### src/rtl/mem_stage_dport.sv
// ---------------------------------------------------------------------------
// mem_stage_dport
//
// Data-memory responder for the MEM stage. Takes the commit-gated load/store
// request from the EX/MEM register, runs it against the data-memory port with
// a request/response handshake, stalls the pipeline until memory answers and
// returns the sign/zero-extended load result to MEM/WB.
//
// Ports
//   clk, rst            clock, asynchronous active-high reset
//   mem_read/mem_write  load/store request (read wins if both are set)
//   funct3              access size/sign (lb/lh/lw/lbu/lhu, sb/sh/sw)
//   mem_addr            byte address from the ALU
//   mem_wdata           unshifted rs2 store value
//   stall               holds pipeline register loads while 1
//   misaligned          combinational trap flag for the current request
//   load_data           extended load result, held until the next load
//   rmask/wmask         byte masks for the monitor
//   dmem_read/write     memory strobes
//   dmem_address        word-aligned address
//   dmem_wdata          lane-shifted store data
//   dmem_byte_enable    write byte lanes
//   dmem_rdata          memory read data
//   dmem_resp           single-cycle completion pulse
//   stall_cycles        free-running count of stalled cycles (wraps)
// ---------------------------------------------------------------------------
module mem_stage_dport (
    input  logic        clk,
    input  logic        rst,
    input  logic        mem_read,
    input  logic        mem_write,
    input  logic [2:0]  funct3,
    input  logic [31:0] mem_addr,
    input  logic [31:0] mem_wdata,
    output logic        stall,
    output logic        misaligned,
    output logic [31:0] load_data,
    output logic [3:0]  rmask,
    output logic [3:0]  wmask,
    output logic        dmem_read,
    output logic        dmem_write,
    output logic [31:0] dmem_address,
    output logic [31:0] dmem_wdata,
    output logic [3:0]  dmem_byte_enable,
    input  logic [31:0] dmem_rdata,
    input  logic        dmem_resp,
    output logic [31:0] stall_cycles
);

    typedef enum logic [1:0] {
        ST_IDLE,
        ST_BUSY,
        ST_DONE
    } state_t;

    state_t      state_q;
    logic        rd_q;
    logic        wr_q;
    logic [31:0] addr_q;
    logic [31:0] wdata_q;
    logic [3:0]  be_q;
    logic [1:0]  off_q;
    logic [2:0]  f3_q;
    logic [31:0] load_data_q;
    logic [31:0] load_data_d;
    logic [31:0] stall_cnt_q;
    logic [31:0] stall_cnt_d;

    logic        req;
    logic        is_load;
    logic        is_store;
    logic [1:0]  off;
    logic        is_byte;
    logic        is_half;
    logic [3:0]  acc_mask;
    logic        start;
    logic [31:0] shifted_rdata;

    // A simultaneous read and write is treated as a read only.
    assign req      = mem_read | mem_write;
    assign is_load  = mem_read;
    assign is_store = mem_write & ~mem_read;
    assign off      = mem_addr[1:0];

    // Size decode. Load and store tables differ (100/101 are only valid for
    // loads), and anything outside a table falls back to a word access.
    // NOTE: every combinational output gets a default first so no path
    // leaves it unassigned, which would otherwise infer a latch.
    always_comb begin
        is_byte = 1'b0;
        is_half = 1'b0;
        if (is_load) begin
            case (funct3)
                3'b000, 3'b100: is_byte = 1'b1;
                3'b001, 3'b101: is_half = 1'b1;
                default:        ;
            endcase
        end else begin
            case (funct3)
                3'b000:  is_byte = 1'b1;
                3'b001:  is_half = 1'b1;
                default: ;
            endcase
        end
    end

    always_comb begin
        acc_mask = 4'b1111;
        if (is_byte) begin
            acc_mask = 4'b0001 << off;
        end else if (is_half) begin
            acc_mask = 4'b0011 << {off[1], 1'b0};
        end
    end

    assign misaligned = req & (((~is_byte & ~is_half) & (off != 2'b00)) |
                               (is_half & off[0]));

    assign rmask = is_load  ? acc_mask : 4'b0000;
    assign wmask = is_store ? acc_mask : 4'b0000;

    // Accept a new request only from IDLE; DONE deliberately drops stall so
    // the upstream register advances and the request is not re-issued.
    assign start = (state_q == ST_IDLE) & req & ~misaligned;
    assign stall = start | (state_q == ST_BUSY);

    // Load extension works on the captured word shifted down to lane 0.
    assign shifted_rdata = dmem_rdata >> {off_q, 3'b000};

    always_comb begin
        load_data_d = shifted_rdata;
        case (f3_q)
            3'b000:  load_data_d = {{24{shifted_rdata[7]}},  shifted_rdata[7:0]};
            3'b100:  load_data_d = {24'd0,                   shifted_rdata[7:0]};
            3'b001:  load_data_d = {{16{shifted_rdata[15]}}, shifted_rdata[15:0]};
            3'b101:  load_data_d = {16'd0,                   shifted_rdata[15:0]};
            default: load_data_d = shifted_rdata;
        endcase
    end

    assign stall_cnt_d = stall ? stall_cnt_q + 32'd1 : stall_cnt_q;

    // NOTE: sequential state uses non-blocking assignments only, so every
    // register samples the pre-edge values regardless of statement order.
    always_ff @(posedge clk or posedge rst) begin
        if (rst) begin
            state_q     <= ST_IDLE;
            rd_q        <= 1'b0;
            wr_q        <= 1'b0;
            addr_q      <= 32'd0;
            wdata_q     <= 32'd0;
            be_q        <= 4'd0;
            off_q       <= 2'd0;
            f3_q        <= 3'd0;
            load_data_q <= 32'd0;
            stall_cnt_q <= 32'd0;
        end else begin
            stall_cnt_q <= stall_cnt_d;
            case (state_q)
                ST_IDLE: begin
                    // dmem_resp is ignored here: a stray pulse cannot complete
                    // anything that was not issued.
                    if (start) begin
                        rd_q    <= is_load;
                        wr_q    <= is_store;
                        addr_q  <= {mem_addr[31:2], 2'b00};
                        wdata_q <= mem_wdata << {off, 3'b000};
                        be_q    <= wmask;
                        off_q   <= off;
                        f3_q    <= funct3;
                        state_q <= ST_BUSY;
                    end
                end
                ST_BUSY: begin
                    if (dmem_resp) begin
                        rd_q    <= 1'b0;
                        wr_q    <= 1'b0;
                        if (rd_q) begin
                            load_data_q <= load_data_d;
                        end
                        state_q <= ST_DONE;
                    end
                end
                ST_DONE: begin
                    state_q <= ST_IDLE;
                end
                default: begin
                    state_q <= ST_IDLE;
                end
            endcase
        end
    end

    assign dmem_read        = rd_q;
    assign dmem_write       = wr_q;
    assign dmem_address     = addr_q;
    assign dmem_wdata       = wdata_q;
    assign dmem_byte_enable = be_q;
    assign load_data        = load_data_q;
    assign stall_cycles     = stall_cnt_q;

endmodule
### config.mk
export PLATFORM = sky130hd
export DESIGN_NAME = mem_stage_dport
export DESIGN_NICKNAME = d
export VERILOG_FILES = /design/src/rtl/mem_stage_dport.sv
export SDC_FILE = /design/constraint.sdc
export NUM_CORES = 1
export LEC_CHECK = 0
export CAP_MARGIN = 10
export CORE_ASPECT_RATIO = 2
export CORE_MARGIN = 5
export CORE_UTILIZATION = 35
export DETAILED_ROUTE_END_ITERATION = 10
export MAX_ROUTING_LAYER = met4
export PLACE_DENSITY = 0.66
export SYNTH_ARGS = -nofsm -noshare
export SYNTH_HDL_FRONTEND = slang
export SYNTH_SLANG_ARGS = --single-unit
### constraint.sdc
create_clock -name clk -period 5.5 [get_ports clk]
set_input_delay 0.55 -clock clk [delete_from_list [all_inputs] [get_ports clk]]
set_output_delay 0.55 -clock clk [all_outputs]
set_load 0.005 [all_outputs]
==> flow_summary.ini <==
[cts]
insertion_delay_ns = 0.42
cts_tree = built
cts_setup_buffers = 0
clkSinkCount = 139
clock_tree.buffer_depth = 2
cts.clk_slew.worst_paths_ns = 0.06
cts-root-buf = clkbuf_16
htreeDepth = 4
cts_resized = 0
hold_buffers = 0
numCtsBuffers = 17

[hold_path]
min-delay-path-class = flop to flop

[drt]
viasPerCell = 4.84
drtIter0Drc = 145
wirelength_um = 20000
route.detailed.drc = 0
ant_nets = 0
vias = 5382
wl_per_cell_um = 18.0
drt_pre_antenna_iters = 7

[setup_path]
worst_setup_path_start_kind = input pin
cp.required_ns = 4.95
end_kind = output pin
arrival_ns = 2.88
crit_type = input pin to output pin
crit_path_max_fanout = 17

[floorplanning]
chipWidth_um = 107
design.core.area_um2 = 18700
start_util = 0.352
dieHeight_um = 204
die-area_um2 = 21900
boundaryPins = 248
num_rows = 71

[yosys]
synth_xor_area_frac = 0.0411
syn_inst = 612
yosys_warnings = 0
synthArstFlopShare = 1.00
synth_top_cell_by_area = dfrtp_1
postSynthAreaPerCell_um2 = 10.8
synth_cell_types = 45
yosys.area.top_type_share = 0.527
synth_most_common_cell = dfrtp_1
synth_compound_area_frac = 0.108
ys_seq_area_frac = 0.527
synth-seq-cells = 139
synth.top_cells.by_count = dfrtp_1 (139), nand2_1 (65), mux2_2 (52)
muxShareOfSynthArea = 0.139
synthAdderAreaFrac = 0.00189
synth-simple-area-share = 0.151
synth_area_leaders = dfrtp_1 (53%), mux2_2 (8.9%), mux2i_1 (4.7%)
synth_edf_count = 0
syn_area_um2 = 6600
synth_top_family_by_area = simple AND/OR/NAND/NOR gates
synthFlopType = dfrtp_1

[placement]
place.gp.congestion = 0.874
dp_hpwl_um = 15000
io_buffer_count = 245
dpl_worst_slack_ns = 2.00

[sta]
final.setup.tns_ns = 0
fin_crit_sh = 0.624
finalWorstSetupSlack_ns = 2.07
worstMarginPinSlew_ns = 1.02
hold_viol = 0
fin_skew_ns = 0.00870
max_freq_ghz = 0.291
fin_crit_ns = 3.43
setup_viol = 0
rsz0062_at_grt = false
relSlewSlack = 0.321
maxSlewViolCount = 0

[grt]
globalRouteOverflowTotal = 0
antenna_found_initial = 2
grt_max_degree = 94
grtUsageTotal = 0.189
grt_pass1_wl_um = 30900
grt_pass1_vias = 5581

[layout]
drive_gt1_frac = 0.117
nets = 949
layout-area-overhead-vs-synth_pct = 48.2

[status]
status = finished clean

[flow_run]
cap_violations = 0

[power_and_ir_drop]
fin_total_pwr_mw = 4.18
power_density_nw_per_um2 = 427
p_leak_nw = 4.04
ir_drop_v = 0.000226
[registers in the layout, summed over array words and instances (netlist names)]
register / count
dmem_write: 1
dmem_wdata: 32
load_data: 32
dmem_address: 30
dmem_read: 1
state_q: 2
f3_q: 3
dmem_byte_enable: 4
stall_cycles: 32
off_q: 2
[final timing paths]
path / from / end / slack [ns] / depth (start not counted)
worst max-delay path: mem_read / stall / 2.07 / 5
worst min-delay path: dmem_byte_enable[3] / dmem_byte_enable[3] / 0.47 / 2
worst max register to register: state_q[1] / dmem_address[12] / 3.17 / 4
worst min register to register: dmem_byte_enable[3] / dmem_byte_enable[3] / 0.47 / 2
max in group asynchronous: rst / dmem_address[9] / 3.62 / 3
min in group asynchronous: rst / stall_cycles[27] / 0.66 / 2
[kinds of logic after synthesis]
logic type | Yosys count
fa+ha+maj | 1
compound gates | 114
flops | 139
other cells | 1
buf+inv | 44
xor+xnor | 31
simple gates | 198
mux | 84
[power by group]
part / leakage (nW) / internal (mW) / switching, mW
clock: 0.265 / 0.637 / 0.418
sequential: 1.73 / 1.36 / 0.236
combinational: 2.04 / 0.941 / 0.588
[placed cells by master, fill, tap and decap left out, drive strengths merged, types with 8 or more instances in the layout]
master         Yosys  routed
a21oi             42      42
xnor2             30      30
clkbuf            11      22
clkdlybuf4s50      0     244
o31ai              9       9
and3              13      13
o21ai             31      31
a211oi            15      15
o22a               8       8
mux2i             31      31
nor2              49      49
nand3             14      14
nand4             14      14
mux2              52      52
nand2             65      65
nor2b             21      21
dfrtp            139     139
[layout make-up]
type | instances | area, µm²
Clock inverter | 8 | 71.3
Multi-Input combinational cell | 430 | 2940
Clock buffer | 22 | 464
Sequential cell | 139 | 3480
Tap cell | 255 | 319
Inverter | 6 | 27.5
Fill cell | 1665 | 8960
Timing Repair Buffer | 250 | 2480
Antenna cell | 2 | 5.00
[critical path: stages]
cell and delay, ns:
clkdlybuf4s50_1 0.69, nor2b_1 0.15, o311a_4 0.36, nor3_4 0.51, clkdlybuf4s50_1 0.63
[metal layers]
layer	track usage	routed length, µm	part of all wire	up-vias
met5	-	0	0	-
met4	0.101	777	0.039	0
met3	0.0411	1020	0.051	36
met2	0.322	10800	0.54	187
met1	0.203	7430	0.37	2556
li1	-	-	-	2603
[through the flow]
stage | hold slack [ns] | util | instance area, µm² | cells
global placement | 0.460 | 0.493 | 9250 | 1080
global route | 0.500 | 0.522 | 9790 | 1112
detailed placement | 0.462 | 0.493 | 9250 | 1080
CTS | 0.480 | 0.522 | 9780 | 1110
finish | 0.475 | 0.522 | 9790 | 1112
floorplan | 0.468 | - | 6610 | 613
Power figures use the tool's default switching activity.
